File: src/rtl/mips_div_pkg.sv
// Shared types and constants for the sequential MIPS divider.
// Holds the divider state encoding, the default operand width and
// the iteration-counter width helper.
package mips_div_pkg;

    // Divider control states
    typedef enum logic [1:0] {
        IDLE = 2'd0,
        CALC = 2'd1,
        FIX  = 2'd2
    } div_state_t;

    // Default operand / result width (MIPS GPR width)
    localparam int DIV_WIDTH_DEFAULT = 32;

    // Counter width needed to count WIDTH iterations (never below 1 bit)
    function automatic int div_cnt_w(input int w);
        return (w > 1) ? $clog2(w) : 1;
    endfunction

    // Iteration counter width for the default operand width
    localparam int DIV_CNT_W = div_cnt_w(DIV_WIDTH_DEFAULT);

endpackage

File: src/rtl/seq_divider_step.sv
// One restoring-division iteration (purely combinational).
// Shifts {remainder, dividend} left by one, trial-subtracts the divisor
// in WIDTH+1-bit arithmetic and either keeps the difference (quotient
// bit 1) or restores the shifted remainder (quotient bit 0). The
// quotient bit is shifted into the freed LSB of the dividend register.
module seq_divider_step #(
    parameter int WIDTH = 32
) (
    input  logic [WIDTH-1:0] i_rem,
    input  logic [WIDTH-1:0] i_dvd,
    input  logic [WIDTH-1:0] i_dsr,
    output logic [WIDTH-1:0] o_rem_next,
    output logic [WIDTH-1:0] o_dvd_next,
    output logic             o_q_bit
);

    logic [WIDTH:0] w_shifted;
    logic [WIDTH:0] w_diff;
    logic           w_q_bit;

    // The shifted remainder can need WIDTH+1 bits; because it is always
    // below twice the divisor, the difference fits in WIDTH+1 bits and
    // its MSB is a reliable sign.
    always_comb begin
        w_shifted  = {i_rem, i_dvd[WIDTH-1]};
        w_diff     = w_shifted - {1'b0, i_dsr};
        w_q_bit    = ~w_diff[WIDTH];
        o_q_bit    = w_q_bit;
        o_rem_next = w_q_bit ? w_diff[WIDTH-1:0] : w_shifted[WIDTH-1:0];
        o_dvd_next = {i_dvd[WIDTH-2:0], w_q_bit};
    end

endmodule

File: src/rtl/seq_divider.sv
// Multi-cycle restoring divider for DIV / DIVU in the MIPS execute stage.
// One quotient bit per cycle; latency WIDTH+1 edges from accepted start.
// Optional macro SEQ_DIVIDER_ZERO_FAST_EN: a zero divisor skips the
// iteration phase and completes one edge after start.
module seq_divider
    import mips_div_pkg::*;
#(
    parameter int WIDTH = DIV_WIDTH_DEFAULT
) (
    input  logic             clock__i,
    input  logic             reset__i,
    input  logic             start__i,
    input  logic             signed__i,
    input  logic [WIDTH-1:0] dividend__i,
    input  logic [WIDTH-1:0] divisor__i,
    output logic             busy__o,
    output logic             done__o,
    output logic [WIDTH-1:0] quotient__o,
    output logic [WIDTH-1:0] remainder__o,
    output logic             divByZero__o
);

    localparam int CNT_W = div_cnt_w(WIDTH);

    div_state_t       r_state;
    logic [CNT_W-1:0] r_cnt;
    logic [WIDTH-1:0] r_rem;        // partial remainder
    logic [WIDTH-1:0] r_dvd;        // |dividend|, shifts into quotient
    logic [WIDTH-1:0] r_dsr;        // |divisor|
    logic [WIDTH-1:0] r_dvd_orig;   // untouched dividend for the /0 result
    logic             r_q_neg;
    logic             r_r_neg;
    logic             r_div_zero;
    logic             r_busy;
    logic             r_done;
    logic [WIDTH-1:0] r_quotient;
    logic [WIDTH-1:0] r_remainder;
    logic             r_div_by_zero;

    logic             w_dvd_neg;
    logic             w_dsr_neg;
    logic [WIDTH-1:0] w_dvd_abs;
    logic [WIDTH-1:0] w_dsr_abs;
    logic             w_dsr_zero;
    logic [WIDTH-1:0] w_rem_next;
    logic [WIDTH-1:0] w_dvd_next;
    logic             w_q_bit;

    // Operand conditioning at start: signs only matter for DIV. The most
    // negative value negates to itself, which is its correct unsigned
    // magnitude.
    always_comb begin
        w_dvd_neg  = signed__i & dividend__i[WIDTH-1];
        w_dsr_neg  = signed__i & divisor__i[WIDTH-1];
        w_dvd_abs  = w_dvd_neg ? -dividend__i : dividend__i;
        w_dsr_abs  = w_dsr_neg ? -divisor__i : divisor__i;
        w_dsr_zero = (divisor__i == '0);
    end

    seq_divider_step #(
        .WIDTH (WIDTH)
    ) u_step (
        .i_rem      (r_rem),
        .i_dvd      (r_dvd),
        .i_dsr      (r_dsr),
        .o_rem_next (w_rem_next),
        .o_dvd_next (w_dvd_next),
        .o_q_bit    (w_q_bit)
    );

    // Control FSM, datapath registers and registered outputs
    always_ff @(posedge clock__i) begin
        if (reset__i) begin
            r_state       <= IDLE;
            r_cnt         <= '0;
            r_rem         <= '0;
            r_dvd         <= '0;
            r_dsr         <= '0;
            r_dvd_orig    <= '0;
            r_q_neg       <= 1'b0;
            r_r_neg       <= 1'b0;
            r_div_zero    <= 1'b0;
            r_busy        <= 1'b0;
            r_done        <= 1'b0;
            r_quotient    <= '0;
            r_remainder   <= '0;
            r_div_by_zero <= 1'b0;
        end else begin
            r_done <= 1'b0;
            case (r_state)
                IDLE: begin
                    if (start__i) begin
                        r_dvd      <= w_dvd_abs;
                        r_dsr      <= w_dsr_abs;
                        r_dvd_orig <= dividend__i;
                        r_q_neg    <= w_dvd_neg ^ w_dsr_neg;
                        r_r_neg    <= w_dvd_neg;
                        r_div_zero <= w_dsr_zero;
                        r_rem      <= '0;
                        r_cnt      <= CNT_W'(WIDTH - 1);
                        r_busy     <= 1'b1;
`ifdef SEQ_DIVIDER_ZERO_FAST_EN
                        r_state    <= w_dsr_zero ? FIX : CALC;
`else
                        r_state    <= CALC;
`endif
                    end
                end
                CALC: begin
                    r_rem <= w_rem_next;
                    r_dvd <= w_dvd_next;
                    if (r_cnt == '0) begin
                        r_state <= FIX;
                    end else begin
                        r_cnt <= r_cnt - 1'b1;
                    end
                end
                FIX: begin
                    // A zero divisor reports all-ones / original dividend for
                    // both DIV and DIVU, independent of the sign fix-up.
                    if (r_div_zero) begin
                        r_quotient  <= '1;
                        r_remainder <= r_dvd_orig;
                    end else begin
                        r_quotient  <= r_q_neg ? -r_dvd : r_dvd;
                        r_remainder <= r_r_neg ? -r_rem : r_rem;
                    end
                    r_div_by_zero <= r_div_zero;
                    r_done        <= 1'b1;
                    r_busy        <= 1'b0;
                    r_state       <= IDLE;
                end
                default: begin
                    r_state <= IDLE;
                    r_busy  <= 1'b0;
                end
            endcase
        end
    end

    assign busy__o      = r_busy;
    assign done__o      = r_done;
    assign quotient__o  = r_quotient;
    assign remainder__o = r_remainder;
    assign divByZero__o = r_div_by_zero;

endmodule

File: config.mk
export PLATFORM = sky130hd
export DESIGN_NAME = seq_divider
export DESIGN_NICKNAME = d
export VERILOG_FILES = /design/src/rtl/mips_div_pkg.sv /design/src/rtl/seq_divider_step.sv /design/src/rtl/seq_divider.sv
export SDC_FILE = /design/constraint.sdc
export NUM_CORES = 1
export LEC_CHECK = 0
export ABC_AREA = 1
export CAP_MARGIN = 20
export CORE_ASPECT_RATIO = 0.8
export CORE_MARGIN = 4
export CORE_UTILIZATION = 55
export DETAILED_ROUTE_END_ITERATION = 7
export PLACE_DENSITY_LB_ADDON = 0.15
export SLEW_MARGIN = 20
export SYNTH_ARGS = -nofsm -noshare
export SYNTH_HDL_FRONTEND = slang
export SYNTH_SLANG_ARGS = --single-unit
File: constraint.sdc
create_clock -name clock__i -period 2.76 [get_ports clock__i]
set_clock_uncertainty 0.05 [all_clocks]
set_input_delay 0.414 -clock clock__i [delete_from_list [all_inputs] [get_ports clock__i]]
set_output_delay 0.414 -clock clock__i [all_outputs]
set_load 0.02 [all_outputs]
# [Word level (Yosys, flattened, before mapping)]
# Cells that the tools add are included.
[word_totals] regBits=205 latchBits=0 ram_bits=0 mem_bits_ro=0 output_inout_bits=67 elab_cells=59 mem_count=0
[classes] n_addsub=6 multipliers=0 div_mod_pow=0 magnitude_cmp=0 n_eq_ne=5 shifts=0 mux=20 bitwise_logic=5 n_reduce_logical=9
[ops] operator="32-bit 2-to-1 mux" n=9
[ops] operator="32-bit negation" n=4
[ops] operator="32-bit one-hot mux with 2 select lines" n=2
[ops] operator="33-bit by 32-bit subtractor with 33-bit output" n=1
[ops] operator="32-bit logical NOT" n=1
[ops] operator="5-bit 2-to-1 mux" n=2
[ops] operator="5-bit one-hot mux with 2 select lines" n=1
[ops] operator="2-bit AND reduction" n=4
[ops] operator="2-bit inequality test (second input constant)" n=3
[ops] operator="5-bit logical NOT" n=1
[ops] operator="5-bit by 1-bit subtractor with 5-bit output (second input constant)" n=1
[ops] operator="2-bit 2-to-1 mux" n=2
[ops] operator="2-bit one-hot mux with 2 select lines" n=1
[ops] operator="3-bit AND reduction" n=1
[ops] operator="1-bit AND" n=2
[ops] operator="2-bit by 1-bit equality test with 1-bit output (second input constant)" n=1
[ops] operator="2-bit equality test (second input constant)" n=1
[ops] operator="2-bit logical NOT" n=1
[ops] operator="1-bit 2-to-1 mux" n=2
[ops] operator="1-bit inverter" n=2
[ops] operator="1-bit one-hot mux with 2 select lines" n=1
[ops] operator="2-bit nonzero test" n=1
[ops] operator="1-bit bitwise XOR" n=1

# [Longest topological paths before layout]
# Gate-level depths: netlist of run 1.
[depth] depth_word=4 mapped_depth=19

# [Modules after synthesis]
# From an unflattened synthesis of run 1, not the netlist that was laid out.
[hier_totals] hier_cells=2500 area_unflattened_um2=14953.1
[modules_own_cells] module="seq_divider" n_inst=1 cells_each=1788 area_each_um2=11562.3 seq_area_each_um2=4103.9
[modules_own_cells] module="seq_divider_step" n_inst=1 cells_each=712 area_each_um2=3390.8 seq_area_each_um2=0.0

# [Worst setup path after synthesis of run 1]
# OpenSTA, ideal clock, no wires.
[synth_path] path_type="flip-flop to flip-flop" startpoint="register r_dvd[31]" endpoint="register r_rem[22]" arrival_ps=2095 required_time_ps=2597 path_slack_ps=502 path_stages_with_launch=20 path_buffers=2 period_less_slack_ps=2258 path_cell_list="dfxtp_1 -> inv_1 -> ha_1 -> fa_1 -> inv_1 -> nand2_1 -> nand2_1 -> nand3_1 -> nand2_2 -> nand2_2 -> nand2_4 -> nand2_4 -> nand2_2 -> nand2_4 -> nand2_4 -> buf_6 -> buf_12 -> nand2_2 -> nand3_1 -> nand2_1"
[synth_via] elab_chain_len=3
[synth_lines] item="from (decl)" line="seq_divider.sv:28" text="logic [WIDTH-1:0] r_dvd;"
[synth_lines] item="from (signal assigned)" line="seq_divider.sv:93" text="r_dvd <= w_dvd_abs;"
[synth_lines] item="from (signal assigned)" line="seq_divider.sv:111" text="r_dvd <= w_dvd_next;"
[synth_lines] item="33-bit by 32-bit subtractor with 33-bit output" line="seq_divider_step.sv:26" text="w_diff = w_shifted - {1'b0, i_dsr};"
[synth_lines] item="32-bit 2-to-1 mux" line="seq_divider_step.sv:29" text="o_rem_next = w_q_bit ? w_diff[WIDTH-1:0] : w_shifted[WIDTH-1:0];"
[synth_lines] item="32-bit one-hot mux with 2 select lines" line="seq_divider.sv:90" text="case (r_state)"
[synth_lines] item="to (signal assigned)" line="seq_divider.sv:110" text="r_rem <= w_rem_next;"
[synth_lines] item="to (decl)" line="seq_divider.sv:27" text="logic [WIDTH-1:0] r_rem;"
# Every way passes these cells.
# A chain may end at the register's enable or synchronous reset.

# [Final worst setup path of run 1]
[layout_path] startpoint="register r_dvd[31]" endpoint="register r_rem[19]"
# The elaborated chain is that of the path after synthesis.

==> metrics, run 1 <==
diode count 0; via count 15.9k; Yosys top cell by area dfxtp_1; area share of the largest cell type after synthesis 0.287; Root Buffer clkbuf_16; die width 188 um; Initial Util 0.563; syn_area_per_cell 5.98 um2; largest family of logic cells by synthesized area simple AND/OR/NAND/NOR gates; dpl cell area 16000 um2; Synth Area in Compound Gates 0.139; Die H 152 um; hold path start reset__i; clock-pin slew on the worst setup and hold paths 70 ps; maximum clock insertion buffer count 3; H-Tree Level Count 1; Synth Area in Adders 0.0346; post-DP HPWL 36.7 mm; Global Route Usage Sum 0.318; clock latency on the worst-skew pair 530 ps; CP startpoint r_dvd[31]; largest net degree at the start of global routing 110; Hold WC Path Type in -> reg; Distinct cells, synth 46; Synthesized Nets 2504; CTS tree built; vias per cell 5.56; Final period util 0.923; CP Capture Type register; Routed WL 47.8 mm; RSZ-0062 raised after global routing false; total gr overflow 0; kind of critical path reg -> reg; slew margin rel. 0.469; synthesized flop and latch total 205; hold-critical path depth 3; LEAKAGE 8.18 nW; final setup fails 0; layout cell share with drive strength beyond 1 0.0514; status finished clean; DRC violations left 0; initial antenna violation count 0; Num CTS Buffers 23; Crit Path Max Fanout 29; die area 28700 um2; ANT nets after route 0; final cell count without fillers 2862; row count 52; CP Data Arrival Time 2920 ps; Req. time, crit path 3130 ps; share of the yosys chip area belonging to registers 0.287; R2R cell count 17; drt first pass iters 6; core area 25400 um2; nets 2601; Worst-Margin Slew 796 ps; first-pass GRT wire length 75.8 mm; mapped cell area 14300 um2; final hold violation count 0; io pins 135; VDD IR max 0.869 mV; postcts setup bufs 0; WL/cell 16.7 um; xor and xnor area share after synthesis 0.0330; vias in the first global route 14.3k; Worst setup SP type register; Area contributors post-synth dfxtp_1, nand2_1, inv_1; number of clock sinks 205; Synth warnings 0; GPL Wtd Cong 0.952; Hold Slack 358 ps; multiplexer area fraction after synthesis 0; Port Buf Inserts 134; max frequency 392 MHz; Fin Setup TNS 0 ps; cts hold-fix bufs 0; instance count of the mapped netlist 2397; Tmin final 2550 ps; Power Density 1090 nW/um2; area delta synth->final 17.1%; Final Slew Violations 0; dpl cells 2820; Simple-Gate Fraction of Synth Area 0.375; finished layout cell area 16800 um2; max cap viols 0; DRT iter0 DRCs 1719; Worst R2R Start r_dvd[31]; cts repair resizes 0
cells in the mapped netlist, drive strengths merged:
library cell / count
or2: 8
xnor2: 16
fa: 1
a21o: 2
dfxtp: 205
a31oi: 37
xor2: 38
inv: 391
o31ai: 1
o211ai: 13
nor2: 266
nand2: 682
o41ai: 1
nor3b: 2
a22o: 3
nor3: 23
o21ai: 122
a211oi: 16
nand4: 32
and3: 2
nand3b: 9
o21bai: 6
o221ai: 9
a22oi: 15
nand3: 241
clkbuf: 59
nor4: 1
o22ai: 9
ha: 38
and2: 4
a21oi: 109
buf: 33
a221oi: 2
clkinv: 1
power breakdown:
| group | internal (W) | total [W] | switching, W |
|---|---|---|---|
| combinational | 0.00347 | 0.0113 | 0.00779 |
| clock | 0.00189 | 0.00324 | 0.00135 |
| sequential | 0.00331 | 0.00373 | 0.000424 |
| total | 0.00867 | 0.0182 | 0.00956 |
placed cells by master, fill, tap and decap left out, types with 4 or more instances in the layout:
cell type,n
and2_1,4
nand2_2,21
nand2_1,657
a31oi_1,37
ha_1,38
a22oi_1,15
nand4_1,32
o211ai_1,13
o221ai_1,9
xor2_1,38
o21ai_1,5
inv_2,11
buf_4,27
a21oi_1,106
nor3_1,20
nand3b_1,9
a211oi_1,16
clkbuf_16,23
inv_1,380
o22ai_1,9
or2_2,6
nand3_1,239
clkinvlp_4,4
nor2_1,259
o21bai_1,6
buf_12,4
clkdlybuf4s50_1,133
nor2_2,5
xnor2_1,16
o21ai_0,117
dfxtp_1,204
per-stage QoR:
step / power [W] / setup slack (ps) / utilization
final: 0.0182 / 212 / 0.659
after CTS: 0.0179 / 115 / 0.659
after global placement: 0.0144 / 242 / 0.628
after detailed placement: 0.0146 / 143 / 0.628
after floorplan: 0.0119 / 502 / -
after global routing: 0.0196 / 19.5 / 0.659
routing by layer:
metal	GRT usage	up-vias	part of all wire
li1	-	7834	-
met1	0.503	7243	0.48
met2	0.460	774	0.41
met3	0.0472	61	0.099
met4	0.0565	0	0.018
met5	0	-	0
cells by family after synthesis:
| logic type | Yosys count |
|---|---|
| AO/OA/AOI/OAI | 345 |
| XOR/XNOR | 54 |
| adder cells (fa/ha/maj) | 39 |
| buffers and inverters | 484 |
| flip-flops | 205 |
| AND/OR/NAND/NOR | 1270 |
sequential cells by signal (all words and copies together), names as in the netlist:
register / count
r_rem: 32
remainder__o: 32
r_state: 2
r_cnt: 5
done__o: 1
r_dvd_orig: 32
r_q_neg: 1
divByZero__o: 1
r_dsr: 32
r_dvd: 32
r_div_zero: 1
quotient__o: 32
r_r_neg: 1
busy__o: 1
worst paths after layout:
path                         end  slack (ps)
setup / recovery       r_rem[19]         210
hold / removal          r_dvd[1]         360
setup reg to reg       r_rem[19]         210
hold reg to reg   r_dvd_orig[21]         410
worst max-delay path: stages, from the launching register on:
cell and delay [ps]:
dfxtp_2 360, inv_1 80, ha_1 230, fa_1 410, inv_1 100, nand2_1 50, nand2_1 70, nand3_1 80
nand2_2 110, nand2_2 70, nand2_4 70, nand2_4 60, nand2_2 90, nand2_4 140, nand2_8 240, nand2_1 90
nand3_1 70, nand2_1 60
area by class of cell:
class / count / area, um2
fill: 2333 / 8660
multi-input combinational: 1708 / 8350
sequential: 205 / 4110
timing repair buffer: 164 / 1610
inverter: 392 / 1470
clock buffer: 27 / 611
tap: 351 / 439
clock inverter: 15 / 181
Note: power is estimated with default switching activity, not from simulation.
==> inputs of run 2 (changes only) <==
--- a/config.mk
+++ b/config.mk
@@ -8,11 +8,11 @@
 export ABC_AREA = 1
 export CAP_MARGIN = 20
 export CORE_ASPECT_RATIO = 0.8
-export CORE_MARGIN = 4
+export CORE_MARGIN = 1
 export CORE_UTILIZATION = 55
 export DETAILED_ROUTE_END_ITERATION = 7
 export PLACE_DENSITY_LB_ADDON = 0.15
-export SLEW_MARGIN = 20
+export SLEW_MARGIN = 10
 export SYNTH_ARGS = -nofsm -noshare
 export SYNTH_HDL_FRONTEND = slang
 export SYNTH_SLANG_ARGS = --single-unit
==> run 2 against run 1 <==
Compared with the run above:
- first-iteration DRC count fell by 2.2%
- sequential share of layout area about the same
- die area is 7.0% lower
- global-route usage up 2.9 points
- worst hold slack better by 5.7 ps
- register-to-register slack worse by 20 ps
- final cell count is essentially flat
- worst setup slack got worse by 24 ps
- fmax down 0.93%
- critical path depth shrank 4
- design area is 0.17% higher
- utilization increased by 0.11 points
- critical path type unchanged
- largest cell class unchanged
- largest power group unchanged
==> metrics, run 2 (synthesis results as in run 1) <==
Final Slew Violations 0 (unchanged); via count 15.8k (was 15.9k); Port Buf Inserts 134 (unchanged); DRT iter0 DRCs 1682 (was 1719); NetSw 0.00936 W (was 0.00956 W); vias per cell 5.52 (was 5.56); most common cell after layout, fill and taps aside nand2_1 (unchanged); largest net degree at the start of global routing 110 (unchanged); final cell count without fillers 2864 (was 2862); Hold Slack 363 ps (was 358 ps); number of clock sinks 205 (unchanged); Worst R2R End r_rem[19] (unchanged); maximum clock insertion buffer count 3 (unchanged); status finished clean (unchanged); Worst-Margin Slew 736 ps (was 796 ps); Reg power frac 0.205 (about the same); Worst setup SP type register (unchanged); GPL Wtd Cong 1.07 (was 0.952); Pint 0.00879 W (was 0.00867 W); Routed WL 46.7 mm (was 47.8 mm); kind of critical path reg -> reg (unchanged); slew margin rel. 0.509 (was 0.469); CP Data Arrival Time 2930 ps (was 2920 ps); H-Tree Level Count 1 (unchanged); VDD IR max 0.733 mV (was 0.869 mV); Initial Util 0.563 (unchanged); die width 182 um (was 188 um); finished layout cell area 16800 um2 (about the same); Req. time, crit path 3120 ps (was 3130 ps); core area 25400 um2 (unchanged); Worst R2R Start r_dsr[18] (was r_dvd[31]); max frequency 389 MHz (was 392 MHz); most frequent cells in the layout nand2_1, inv_1, nor2_1 (unchanged); final setup fails 0 (unchanged); die area 26700 um2 (was 28700 um2); WL/cell 16.3 um (was 16.7 um); CP Capture Type register (unchanged); clock-pin slew on the worst setup and hold paths 70 ps (about the same); row count 52 (unchanged); Power Density 1080 nW/um2 (was 1090 nW/um2); Tmin final 2570 ps (was 2550 ps); initial antenna violation count 1 (was 0); CP startpoint r_dsr[18] (was r_dvd[31]); Final period util 0.932 (was 0.923); Hold WC Path Type in -> reg (unchanged); dpl cell area 16000 um2 (about the same); DRC violations left 0 (unchanged); power share of the combinational group 0.617 (was 0.618); hold-critical path depth 3 (unchanged); sw frac 0.516 (was 0.525); Fin Setup TNS 0 ps (unchanged); clock latency on the worst-skew pair 520 ps (was 530 ps); crit path to r_rem[19] (unchanged); max cap viols 0 (unchanged); flop2flop setup slack 190 ps (was 210 ps); clock network power share 0.178 (about the same); cts hold-fix bufs 0 (unchanged); ANT nets after route 0 (unchanged); area delta synth->final 17.3% (was 17.1%); io pins 135 (unchanged); LEAKAGE 8.20 nW (was 8.18 nW); vias in the first global route 14.5k (was 14.3k); post-DP HPWL 36.1 mm (was 36.7 mm); dpl cells 2824 (was 2820); Root Buffer clkbuf_16 (unchanged); Die H 146 um (was 152 um); R2R cell count 13 (was 17); layout cell share with drive strength beyond 1 0.0525 (was 0.0514); fill count 2446 (was 2333); total gr overflow 0 (unchanged); nets 2604 (was 2601); first-pass GRT wire length 74.3 mm (was 75.8 mm); Overall Power 0.0181 W (was 0.0182 W); final hold violation count 0 (unchanged); drt first pass iters 6 (unchanged); Num CTS Buffers 22 (was 23); CTS tree built (unchanged); RSZ-0062 raised after global routing false (unchanged); Crit Path Max Fanout 5 (was 29); Global Route Usage Sum 0.347 (was 0.318)
==> run 2: how the worst min path moves through the flow <==
stage                                  to      startpoint  slack (ps)
after global placement     r_dvd_orig[21]  r_dvd_orig[21]         390
after floorplan            r_dvd_orig[22]  r_dvd_orig[22]         370
final                            r_dvd[1]        reset__i         360
after global routing      remainder__o[1]        reset__i         430
after CTS                      r_state[0]        reset__i         400
after detailed placement   r_dvd_orig[22]  r_dvd_orig[22]         390
==> run 2: critical path: stages (launching register included) <==
cell,delay [ps]
dfxtp_1,310
inv_1,90
ha_1,410
nand2_1,130
nor2_1,290
inv_1,70
nor2_1,370
nand3_1,260
nand3_1,150
nand2_1,60
nand2_1,90
nand2_1,60
nand3_1,80
nand2_1,50
==> run 2: cell type report <==
class                   count  area [um2]  area share
multi-input cells        1708        8350       0.497
flip-flops and latches    205        4100       0.244
repair buffers            168        1640      0.0975
inverters                 392        1480      0.0878
clock buffers              29         658      0.0392
well taps                 351         439      0.0261
clock inverters            10         133     0.00789
diodes                      1        2.50    0.000149
==> run 2: per-layer routing <==
metal | vias up | global-route usage | routed length [um]
met1 | 7110 | 0.523 | 22100
met5 | - | 0 | 0
li1 | 7852 | - | -
met2 | 765 | 0.497 | 18600
met4 | 0 | 0.0794 | 955
met3 | 73 | 0.0788 | 5120
==> run 2: repair_timing <==
action | 4_1_cts | 5_1_grt
buffers inserted | 0 | 0
setup endpoints to repair | 0 | 30
gates resized for setup | 0 | 4
==> run 2: power groups by stage <==
stage / Clock (W) / Combinational [W] / Sequential, W
floorplan: 0 / 0.00825 / 0.00363
global placement: 0 / 0.0106 / 0.00375
global route: 0.00336 / 0.0126 / 0.00374
finish: 0.00322 / 0.0112 / 0.00372
detailed placement: 0 / 0.0107 / 0.00376
CTS: 0.00325 / 0.0108 / 0.00370
==> run 2: stage by stage <==
stage | setup slack [ps] | util
floorplan | 502 | -
global placement | 245 | 0.629
detailed placement | 151 | 0.629
CTS | 135 | 0.660
global route | 13.4 | 0.660
finish | 188 | 0.661
==> inputs of run 3 (changes only) <==
--- a/config.mk
+++ b/config.mk
@@ -9,7 +9,7 @@
 export CAP_MARGIN = 20
 export CORE_ASPECT_RATIO = 0.8
 export CORE_MARGIN = 1
-export CORE_UTILIZATION = 55
+export CORE_UTILIZATION = 32
 export DETAILED_ROUTE_END_ITERATION = 7
 export PLACE_DENSITY_LB_ADDON = 0.15
 export SLEW_MARGIN = 10
==> constraint.sdc (replaced) <==
create_clock -name clock__i -period 3.07 [get_ports clock__i]
set_clock_uncertainty 0.05 [all_clocks]
set_input_delay 0.4605 -clock clock__i [delete_from_list [all_inputs] [get_ports clock__i]]
set_output_delay 0.4605 -clock clock__i [all_outputs]
set_load 0.02 [all_outputs]
==> run 3 against run 2 <==
Compared with the run above:
- sequential share of layout area shrank 0.38 points
- sequential power shrank 9.9%
- first-iteration DRC count down 4.2%
- combinational power down 11%
- utilization shrank 27 points
- critical path depth is 4 higher
- total power is 10% lower
- count of clock-buffer cells in the layout is 4 higher
- via count decreased by 1.9%
- worst setup slack improved by 130 ps
- final cell count grew 8.4%
==> metrics, run 3 (synthesis results as in run 1) <==
status finished clean (unchanged); slew margin rel. 0.407 (was 0.509); RSZ-0062 raised after global routing false (unchanged); initial antenna violation count 1 (unchanged); postcts setup bufs 0 (unchanged); area delta synth->final 19.2% (was 17.3%); Fin Setup TNS 0 ps (unchanged); DRT iter0 DRCs 1612 (was 1682); Req. time, crit path 3450 ps (was 3120 ps); Reg power frac 0.205 (about the same); vias per cell 4.99 (was 5.52); row count 68 (was 52); io pins 135 (unchanged); Root Buffer clkbuf_16 (unchanged); clock-pin slew on the worst setup and hold paths 60 ps (was 70 ps); VDD IR max 0.572 mV (was 0.733 mV); Die H 191 um (was 146 um); DRC violations left 0 (unchanged); most common cell after layout, fill and taps aside nand2_1 (unchanged); post-DP HPWL 40.5 mm (was 36.1 mm); Crit Path Max Fanout 29 (was 5); core area 43600 um2 (was 25400 um2); Final period util 0.896 (was 0.932); vias in the first global route 14.4k (was 14.5k); Tmin final 2750 ps (was 2570 ps); Port Buf Inserts 134 (unchanged); Seq. cell area 4100 um2 (unchanged); CP peak stage delay 400 ps (was 410 ps); drt first pass iters 6 (unchanged); layout cell share with drive strength beyond 1 0.0502 (was 0.0525); max cap viols 0 (unchanged); Global Route Usage Sum 0.225 (was 0.347); area of the multi-input gates 8340 um2 (was 8350 um2); die width 239 um (was 182 um); Power Density 957 nW/um2 (was 1080 nW/um2); H-Tree Level Count 1 (unchanged); final hold violation count 0 (unchanged); diode count 0 (was 1); final setup fails 0 (unchanged); cts repair resizes 0 (unchanged); Hold Slack 166 ps (was 363 ps); CP Data Arrival Time 3130 ps (was 2930 ps); LEAKAGE 8.19 nW (was 8.20 nW); kind of critical path reg -> reg (unchanged); dpl cells 3062 (was 2824); most frequent cells in the layout nand2_1, inv_1, nor2_1 (unchanged); power share of the combinational group 0.612 (was 0.617); max frequency 364 MHz (was 389 MHz); number of clock sinks 205 (unchanged); via count 15.5k (was 15.8k); Pint 0.00777 W (was 0.00879 W); Final Slew Violations 0 (unchanged); Slowest-stage cell, CP dfxtp_1 (was ha_1); final cell count without fillers 3106 (was 2864); ANT nets after route 0 (unchanged); CP Capture Type register (unchanged); clock latency on the worst-skew pair 560 ps (was 520 ps); nets 2601 (was 2604); Hold WC Path Type in -> reg (unchanged); Initial Util 0.328 (was 0.563); total gr overflow 0 (unchanged); NetSw 0.00857 W (was 0.00936 W); Num CTS Buffers 25 (was 22); maximum clock insertion buffer count 3 (unchanged); dpl cell area 16300 um2 (was 16000 um2); clock network power share 0.183 (was 0.178); final core utilization 0.391 (was 0.661); first-pass GRT wire length 80.8 mm (was 74.3 mm); cts hold-fix bufs 0 (unchanged); WL/cell 16.6 um (was 16.3 um); Worst-Margin Slew 889 ps (was 736 ps); sw frac 0.524 (was 0.516); largest net degree at the start of global routing 95 (was 110); Cell Chain, Critical Path inv_1, ha_1, fa_1, inv_1, nand2_1, nand2_1, nand3_1, nand2_2, nand2_2, nand2_4, nand2_4, nand2_2, nand2_4, nand2_4, nand2_1, nand3_1, nand2_1 (was inv_1, ha_1, nand2_1, nor2_1, inv_1, nor2_1, nand3_1, nand3_1, nand2_1, nand2_1, nand2_1, nand3_1, nand2_1); GPL Wtd Cong 0.960 (was 1.07); Routed WL 51.4 mm (was 46.7 mm); fill count 4770 (was 2446); die area 45600 um2 (was 26700 um2); Worst setup SP type register (unchanged); finished layout cell area 17100 um2 (was 16800 um2); CTS tree built (unchanged)
## run 3: cell types whose count changed in the layout (fill, tap and decap cells not counted), sizes merged
cell | before | now
buf | 35 | 29
bufinv | 3 | 2
clkbuf | 29 | 33
clkinvlp | 4 | 3
diode | 1 | 0
inv | 390 | 393
## run 3: area by class of cell
cell class,count,share of cell area
clock buffers,33,0.0402
clock inverters,11,0.00792
inverters,392,0.0862
multi-input cells,1708,0.489
flip-flops and latches,205,0.240
well taps,595,0.0436
repair buffers,162,0.0929
## run 3: power by group through the flow
stage / clock network, W / registers (W) / logic [W]
detailed placement: 0 / 0.00340 / 0.00981
global route: 0.00317 / 0.00339 / 0.0112
floorplan: 0 / 0.00327 / 0.00742
CTS: 0.00306 / 0.00335 / 0.00987
global placement: 0 / 0.00340 / 0.00979
finish: 0.00300 / 0.00335 / 0.00999
## run 3: metrics by stage
stage	worst slack [ps]	total power (W)
floorplan	812	0.0107
global placement	257	0.0132
detailed placement	235	0.0132
CTS	319	0.0163
global route	45.7	0.0178
finish	319	0.0163
## run 3: routing by layer
layer  routed length, um  global-route usage
met5                   0                   0
met1               27200               0.363
met3                3510              0.0238
met2               19900               0.316
met4                 792              0.0380
## run 3: path summary, 6_finish.rpt
path,from,to,slack [ps],cells after the start
worst min-delay path,reset__i,r_cnt[4],170,2
worst max-delay path,r_dvd[31],r_rem[31],320,17
worst max register to register,r_dvd[31],r_rem[31],320,17
worst min register to register,r_dvd_orig[22],r_dvd_orig[22],400,2
## run 3: critical path, delay by kind of cell (launching register included)
kind / cells / cell delay, ps
simple gates: 13 / 1340
fa+ha+maj: 2 / 640
flops: 1 / 400
buf+inv: 2 / 200
